[src/rtl/arb_pkg.sv]
// Shared constants, state encoding and helpers for the round-robin arbiter.
package arb_pkg;

   localparam int N_REQ  = 8;
   localparam int IDX_W  = 3;
   localparam int HOLD_W = 8;

   typedef enum logic [0:0] {
      IDLE  = 1'b0,
      GRANT = 1'b1
   } arb_state_t;

   // Index following idx, wrapping 7 -> 0 through the 3-bit width.
   function automatic logic [IDX_W-1:0] next_idx(input logic [IDX_W-1:0] idx);
      return idx + 3'd1;
   endfunction

endpackage

[src/rtl/decoder_3_to_8.sv]
// Enabled 3-to-8 one-hot decoder; all zeros while en is low.
module decoder_3_to_8 (
   input  logic [2:0] sel,
   input  logic       en,
   output logic [7:0] dec
);

   // One-hot decode of sel, gated by en.
   always_comb begin
      dec = 8'h00;
      if (en) begin
         case (sel)
            3'd0:    dec = 8'h01;
            3'd1:    dec = 8'h02;
            3'd2:    dec = 8'h04;
            3'd3:    dec = 8'h08;
            3'd4:    dec = 8'h10;
            3'd5:    dec = 8'h20;
            3'd6:    dec = 8'h40;
            3'd7:    dec = 8'h80;
            default: dec = 8'h00;
         endcase
      end else begin
         dec = 8'h00;
      end
   end

endmodule

[src/rtl/rr_pick_8.sv]
// Rotated find-first: lowest set bit of req scanning ptr, ptr+1, ... mod 8.
module rr_pick_8
   import arb_pkg::*;
(
   input  logic [N_REQ-1:0] req,
   input  logic [IDX_W-1:0] ptr,
   output logic [IDX_W-1:0] idx,
   output logic             any
);

   logic             found_s;
   logic [IDX_W-1:0] pos_s;

   assign any = |req;

   // Walk the request vector starting at ptr; the first hit wins.
   always_comb begin
      idx     = 3'd0;
      found_s = 1'b0;
      pos_s   = 3'd0;
      for (int k = 0; k < N_REQ; k++) begin
         pos_s = ptr + 3'(k);
         if (!found_s && req[pos_s]) begin
            idx     = pos_s;
            found_s = 1'b1;
         end else begin
            found_s = found_s;
         end
      end
   end

endmodule

[src/rtl/rr_arbiter_8.sv]
// Eight-way round-robin arbiter with grant hold and optional hold-limit
// preemption. One dead cycle always separates consecutive grants.
module rr_arbiter_8
   import arb_pkg::*;
#(
   parameter int HOLD_MAX = 16
) (
   input  logic             clk,
   input  logic             rst_n,
   input  logic             en,
   input  logic [N_REQ-1:0] req,
   output logic [N_REQ-1:0] gnt,
   output logic [IDX_W-1:0] gnt_idx,
   output logic             gnt_valid,
   output logic             preempt
);

   // Last hold_cnt value a grant may reach before it is taken away.
   localparam logic [HOLD_W-1:0] HOLD_LAST = (HOLD_MAX == 0) ? 8'd0 : HOLD_W'(HOLD_MAX - 1);
   localparam logic [HOLD_W-1:0] HOLD_SAT  = 8'hFF;
   localparam logic              HOLD_ON   = (HOLD_MAX != 0) ? 1'b1 : 1'b0;

   arb_state_t        state_r,     state_s;
   logic [IDX_W-1:0]  ptr_r,       ptr_s;
   logic [HOLD_W-1:0] hold_cnt_r,  hold_cnt_s;
   logic [IDX_W-1:0]  gnt_idx_r,   gnt_idx_s;
   logic              gnt_valid_r, gnt_valid_s;
   logic              preempt_r,   preempt_s;

   logic [IDX_W-1:0]  pick_idx_s;
   logic              pick_any_s;

   rr_pick_8 u_pick (
      .req (req),
      .ptr (ptr_r),
      .idx (pick_idx_s),
      .any (pick_any_s)
   );

   // Next-state and next-output logic for the IDLE/GRANT machine.
   always_comb begin
      state_s     = state_r;
      ptr_s       = ptr_r;
      hold_cnt_s  = hold_cnt_r;
      gnt_idx_s   = gnt_idx_r;
      gnt_valid_s = gnt_valid_r;
      preempt_s   = 1'b0;
      case (state_r)
         IDLE: begin
            if (en && pick_any_s) begin
               state_s     = GRANT;
               gnt_idx_s   = pick_idx_s;
               gnt_valid_s = 1'b1;
               hold_cnt_s  = 8'd0;
            end else begin
               gnt_idx_s   = 3'd0;
               gnt_valid_s = 1'b0;
            end
         end
         GRANT: begin
            if (!req[gnt_idx_r]) begin
               // Release takes precedence over the hold limit.
               state_s     = IDLE;
               ptr_s       = next_idx(gnt_idx_r);
               gnt_idx_s   = 3'd0;
               gnt_valid_s = 1'b0;
               hold_cnt_s  = 8'd0;
            end else if (HOLD_ON && (hold_cnt_r == HOLD_LAST)) begin
               state_s     = IDLE;
               ptr_s       = next_idx(gnt_idx_r);
               gnt_idx_s   = 3'd0;
               gnt_valid_s = 1'b0;
               hold_cnt_s  = 8'd0;
               preempt_s   = 1'b1;
            end else begin
               hold_cnt_s  = (hold_cnt_r == HOLD_SAT) ? hold_cnt_r : hold_cnt_r + 8'd1;
            end
         end
         default: begin
            state_s     = IDLE;
            gnt_idx_s   = 3'd0;
            gnt_valid_s = 1'b0;
            hold_cnt_s  = 8'd0;
         end
      endcase
   end

   // State and output registers; reset clears the grant with no preempt pulse.
   always_ff @(posedge clk or negedge rst_n) begin
      if (!rst_n) begin
         state_r     <= IDLE;
         ptr_r       <= 3'd0;
         hold_cnt_r  <= 8'd0;
         gnt_idx_r   <= 3'd0;
         gnt_valid_r <= 1'b0;
         preempt_r   <= 1'b0;
      end else begin
         state_r     <= state_s;
         ptr_r       <= ptr_s;
         hold_cnt_r  <= hold_cnt_s;
         gnt_idx_r   <= gnt_idx_s;
         gnt_valid_r <= gnt_valid_s;
         preempt_r   <= preempt_s;
      end
   end

   // One-hot grant straight from registered state, no path from req.
   decoder_3_to_8 u_dec (
      .sel (gnt_idx_r),
      .en  (gnt_valid_r),
      .dec (gnt)
   );

   assign gnt_idx   = gnt_idx_r;
   assign gnt_valid = gnt_valid_r;
   assign preempt   = preempt_r;

endmodule

[config.mk]
export PLATFORM = sky130hd
export DESIGN_NAME = rr_arbiter_8
export DESIGN_NICKNAME = d
export VERILOG_FILES = /design/src/rtl/arb_pkg.sv /design/src/rtl/decoder_3_to_8.sv /design/src/rtl/rr_pick_8.sv /design/src/rtl/rr_arbiter_8.sv
export SDC_FILE = /design/constraint.sdc
export NUM_CORES = 1
export LEC_CHECK = 0
export CORE_AREA = 2 2 64 66
export CTS_BUF_LIST = sky130_fd_sc_hd__clkbuf_2 sky130_fd_sc_hd__clkbuf_4 sky130_fd_sc_hd__clkbuf_8
export CTS_CLUSTER_SIZE = 10
export DETAILED_ROUTE_END_ITERATION = 8
export DIE_AREA = 0 0 66 68
export PLACE_DENSITY = 0.74
export SLEW_MARGIN = 25
export SYNTH_ARGS = -nofsm -noshare
export SYNTH_HDL_FRONTEND = slang
export SYNTH_SLANG_ARGS = --single-unit
[constraint.sdc]
create_clock -name clk -period 5.1 [get_ports clk]
set_input_delay 1.02 -clock clk [delete_from_list [all_inputs] [get_ports clk]]
set_output_delay 1.02 -clock clk [all_outputs]
set_load 0.01 [all_outputs]
### After elaboration in Yosys (flattened, before gate mapping)

Memory sizes are Yosys's and may differ from the RTL's.
Cells that the tools add are included.

* bits in registers: 17
* input port bits: 11
* memories: 1
* logic and storage cells: 105
* memory bits (read-only): 64

Memory list
* (no name shown): words 8, bits a word 8, rd ports 1, clocked after Yosys merged registers in 0, wr ports 0, line decoder_3_to_8.sv:12 `case (sel)`

* order comparisons: 9
* bitwise operators: 1
* reductions and logical operators: 18
* eq/ne operators: 6
* multiplexer cells: 55
* add/subtract/negate cells: 9

Operators by type and width (count)
* 8-bit 2-to-1 mux: 5
* 3-bit 2-to-1 mux: 13
* 3-bit by 4-bit less-than comparator with 1-bit output (second input constant): 9
* 1-bit binary-select mux with 3-bit select: 9
* 1-bit 2-to-1 mux: 24
* 8-bit case mux with 2 select lines: 1
* 3-bit adder (second input constant): 4
* 8-bit by 1-bit adder with 8-bit output (second input constant): 1
* 8-bit by 4-bit equality test with 1-bit output (second input constant): 1
* 8-bit equality test (second input constant): 1
* 1-bit logical AND: 8
* 8-bit OR reduction: 1
* 1-bit zero test: 7
* 3-bit by 1-bit adder with 3-bit output (second input constant): 2
* 3-bit by 2-bit adder with 3-bit output (second input constant): 2
* 3-bit case mux with 2 select lines: 1
* 4-bit inequality test (second input constant): 1
* 1-bit case mux with 2 select lines: 2
* 2-bit AND reduction: 2
* 3-bit by 2-bit inequality test with 1-bit output (second input constant): 1
* 2-bit by 1-bit inequality test with 1-bit output (second input constant): 1
* 2-bit inequality test (second input constant): 1
* 1-bit NOT: 1

### Depth between registers and ports, before layout

* depth after elaboration: 26
* depth in mapped cells: 12
* depth with buffers taken out: 9

### Hierarchy

A second synthesis with hierarchy kept.

* cell total of the unflattened synthesis: 212
* area, all modules: 2150.8 µm²

Modules (own cells, without submodules)
* rr_pick_8: area each 1113.6 µm², seq. area each 0.0 µm², cells an instance 116, times used 1
* rr_arbiter_8: area each 942.2 µm², seq. area each 425.4 µm², cells an instance 88, times used 1
* decoder_3_to_8: area each 95.1 µm², seq. area each 0.0 µm², cells an instance 8, times used 1

### Least setup slack after synthesis

No wires, ideal clock.

* path type: reg-to-reg
* start: register ptr_r[0]
* end: register gnt_idx_r[2] (netlist: gnt_idx[2])
* library setup time: 0.122 ns
* cell stages (with the launch flop): 13
* data required time: 4.978 ns
* clock period less this slack: 2.733 ns
* data arrival time: 2.611 ns
* setup slack: 2.367 ns
* buffers on the path: 3
* path through: dfrtp_1 -> buf_6 -> buf_2 -> inv_2 -> ha_1 -> buf_4 -> mux4_2 -> mux2_4 -> nand2_4 -> and3b_1 -> o21ai_1 -> a22o_1 -> a32o_1

* word-level cells in the longest chain between the ends: 26
* elaborated cells between the ends (all ways): 54

RTL lines
* start, declared: line rr_arbiter_8.sv:24 `logic [IDX_W-1:0] ptr_r, ptr_s;`
* start signal, assigned: line rr_arbiter_8.sv:99 `ptr_r <= ptr_s;`
* branches (longest 23 deep; another with 3-bit by 1-bit adder with 3-bit output)
* 3-bit 2-to-1 mux *: line rr_pick_8.sv:23 `if (!found_s && req[pos_s]) begin`
* 3-bit 2-to-1 mux *: line rr_arbiter_8.sv:50 `if (en && pick_any_s) begin`
* 3-bit case mux with 2 select lines *: line rr_arbiter_8.sv:48 `case (state_r)`
* end signal, assigned: line rr_arbiter_8.sv:101 `gnt_idx_r <= gnt_idx_s;`
* end, declared: line rr_arbiter_8.sv:26 `logic [IDX_W-1:0] gnt_idx_r, gnt_idx_s;`

Mark *: on every way between the ends. The select of a mux whose other input is x is not followed.
A chain may end at the register's enable or synchronous reset.

### Final worst setup path

* start: register ptr_r[1]
* end: register gnt_idx_r[2] (netlist: gnt_idx[2])

Same word-level chain as after synthesis.

==> flow_summary_export.csv <==
group,metric,value,unit
power,p_int,0.690,mW
synthesis,syn-num-nets,219,
synthesis,synthFlopType,"dfrtp_1",
timing,rsz0062_at_grt,"no",
finish,nets,240,
timing,skew,0.00330,ns
timing,timing.fmax,299,MHz
grt,globalRouteMet2Util,38.1,%
critical_path,critPathLaunchType,"flop",
finish,drive_gt1_share,15.1,%
timing,final_hold_viol_count,0,
floorplan,start_util,49.5,%
floorplan,placement_rows,23,
grt,antenna_found_initial,0,
drt,initialDrtViolationCount,88,
drt,first_pass_iters,4,
timing,worst_slew_pin_slew,0.742,ns
critical_path,worstSetupPathType,"flop to flop",
clock_network,cts-root-buf,"clkbuf_8",
placement,dp_hpwl,3410,um
grt,use_met1,27.6,%
grt,grt_pass1_wl,7510,um
floorplan,core_area,0.00386,mm2
status,status,"complete, no violations",
clock_network,clkTransAtPathRegs,0.07,ns
placement,placement.io_buffers,23,
grt,overflow,0,
critical_path,critical_path.cell_chain,"inv_1 > ha_1 > mux4_2 > a221oi_1 > o22ai_1 > a22o_1 > a32o_1",
power,pwr-share-seq,18.3,%
finish,nFillCells,347,
finish,ff_latch_area,425,um2
synthesis,ys_warn_count,0,
synthesis,syn_area,0.00191,mm2
clock_network,insertion_delay,0.25,ns
placement,post-place-ws,1.64,ns
power,p_sw_share,48.5,%
critical_path,cp.arrival,3.49,ns
power,switchingPower,0.650,mW
power,power_density,608,mW/mm2
synthesis,yosysSeqAreaShare,22.3,%
job,maxCapViolations,0,
grt,first_global_vias,1595,
placement,gp_congestion,0.948,
clock_network,holdBufCountCts,0,
clock_network,htree_levels,1,
drt,viasPerCell,6.11,
timing,fin_ws,1.76,ns
synthesis,async_flop_share,100,%
hold_path,hp-class,"flop to flop",
drt,vias,1644,
critical_path,slowest_stage,"dfrtp_1",
grt,grt_usage,21.8,%
floorplan,io_pins,24,
timing,slew_viol_final,0,
power,leakage,0.891,nW
floorplan,die_w,66,um
power,pwr-share-clk,7.7,%
timing,fin_crit,3.34,ns
clock_network,numCtsBuffers,3,
floorplan,die_h,68,um
timing,finalSetupViolations,0,
timing,finalCritPeriodShare,65.6,%
timing,relSlewSlack,50.4,%
finish,area.growth.synth_to_final,15.5,%
critical_path,critPathMaxStageDelay,0.81,ns
critical_path,crit_fanout,15,
drt,drt-total-wl,4480,um
critical_path,crit_path_end_kind,"flop",
clock_network,clkSinkCount,17,
clock_network,post_cts_resize_count,0,
synthesis,synth_edf_count,0,
synthesis,synth_seq_cells,17,
grt,grt_max_degree,18,
power,peakVddDrop,0.254,mV
synthesis,synthCells,199,
clock_network,cts_buffer_depth,2,
floorplan,floorplan.die_area,0.00449,mm2
grt,grt-busiest-layer,"met2",
critical_path,crit_required,5.24,ns
power,power_frac_comb,74.0,%
grt,grt_use_met3,3.78,%
drt,wl_per_cell,16.6,um
drt,ant_nets,0,
timing,timing.setup.tns,0,ns
synthesis,synth.distinct_cells,54,
synthesis,syn_area_per_cell,9.60,um2
finish,insertedDiodeCount,0,
drt,drc,0,
finish,multi_input_area,0.00139,mm2
clock_network,cts_setup_buffers,0,
clock_network,cts_tree,"done",
Yosys cell counts, types with 3 or more instances:
cell type | instances | area (um2)
mux2i_1 | 15 | 150
ha_1 | 9 | 113
and3_1 | 10 | 62.6
mux2_2 | 3 | 33.8
inv_1 | 8 | 30.0
nand2_1 | 16 | 60.1
o21ai_1 | 18 | 90.1
o22ai_1 | 4 | 25.0
mux4_2 | 13 | 293
nand3_1 | 5 | 25.0
nand2b_1 | 5 | 31.3
a21oi_1 | 5 | 25.0
a221oi_1 | 3 | 26.3
a31oi_1 | 3 | 18.8
o21ai_0 | 6 | 30.0
buf_2 | 3 | 15.0
dfrtp_1 | 17 | 425
nor3_1 | 4 | 20.0
and2_1 | 4 | 25.0
nor2_1 | 7 | 26.3
layout by cell type, fill, tap and decap left out, drive strengths merged, types with 4 or more instances in the layout:
cell / Yosys / final
ha: 9 / 9
nand3: 5 / 5
inv: 10 / 10
nor2: 8 / 8
mux2i: 16 / 16
o21ai: 24 / 24
clkdlybuf4s50: 0 / 23
nor3: 4 / 4
nand2b: 6 / 6
dfrtp: 17 / 17
o22ai: 4 / 4
and2: 4 / 4
a21oi: 5 / 5
nand2: 17 / 17
and3: 10 / 10
mux4: 13 / 13
mux2: 5 / 5
final timing paths:
kind	startpoint	end	slack [ns]	cells after the start
max reg2reg	ptr_r[1]	gnt_idx[2]	1.76	7
min	hold_cnt_r[3]	hold_cnt_r[3]	0.50	1
min in group asynchronous	rst_n	hold_cnt_r[5]	1.20	1
max	ptr_r[1]	gnt_idx[2]	1.76	7
min reg2reg	hold_cnt_r[3]	hold_cnt_r[3]	0.50	1
max in group asynchronous	rst_n	gnt_idx[0]	3.43	1
kinds of logic after synthesis:
family,share of synthesized area (%)
xor+xnor,2.16
simple gates,18.7
fa+ha+maj,5.89
mux,27.5
buf+inv,4.78
flops,22.3
compound gates,18.7
state kept, by name, summed over array words and instances, names as in the netlist:
name and flops:
ptr_r 3, state_r 1, preempt 1, hold_cnt_r 8
gnt_valid 1, gnt_idx 3
power groups by stage:
| stage | Clock, mW | Combinational, mW | Sequential (mW) |
|---|---|---|---|
| after detailed placement | 0 | 0.980 | 0.250 |
| final | 0.103 | 0.992 | 0.246 |
| after floorplan | 0 | 0.822 | 0.216 |
| after CTS | 0.105 | 0.984 | 0.247 |
| after global placement | 0 | 0.977 | 0.248 |
| after global routing | 0.111 | 1.07 | 0.254 |
layout make-up:
type                    count  share of cell area, %
multi-input cells         164                   63.2
flip-flops and latches     17                   19.3
repair buffers             24                   10.8
well taps                  50                   2.84
clock buffers               3                   1.87
inverters                  10                   1.70
clock inverters             1                  0.340
through the flow:
step | area (um2) | cells | power, mW | util (%) | hold WS (ns)
after floorplan | 1910 | 199 | 1.04 | - | 0.447
after global placement | 2160 | 265 | 1.22 | 55.9 | 0.470
final | 2210 | 269 | 1.34 | 57.2 | 0.498
after detailed placement | 2160 | 265 | 1.23 | 55.9 | 0.483
after global routing | 2210 | 269 | 1.44 | 57.2 | 0.525
after CTS | 2210 | 269 | 1.34 | 57.2 | 0.494
critical path, delay by kind of cell, from the launching register on:
kind	cells	cell delay, ns
AO/OA/AOI/OAI	4	0.96
flip-flops	1	0.81
adder cells (fa/ha/maj)	1	0.64
multiplexers	1	0.63
buffers and inverters	1	0.19
routing by layer:
metal / share of wire [%] / vias to the layer above
met1: 44 / 784
met3: 4.2 / 10
met2: 50 / 48
met4: 2.2 / 0
met5: 0 / -
li1: - / 802
(Power assumes the default switching activity.)
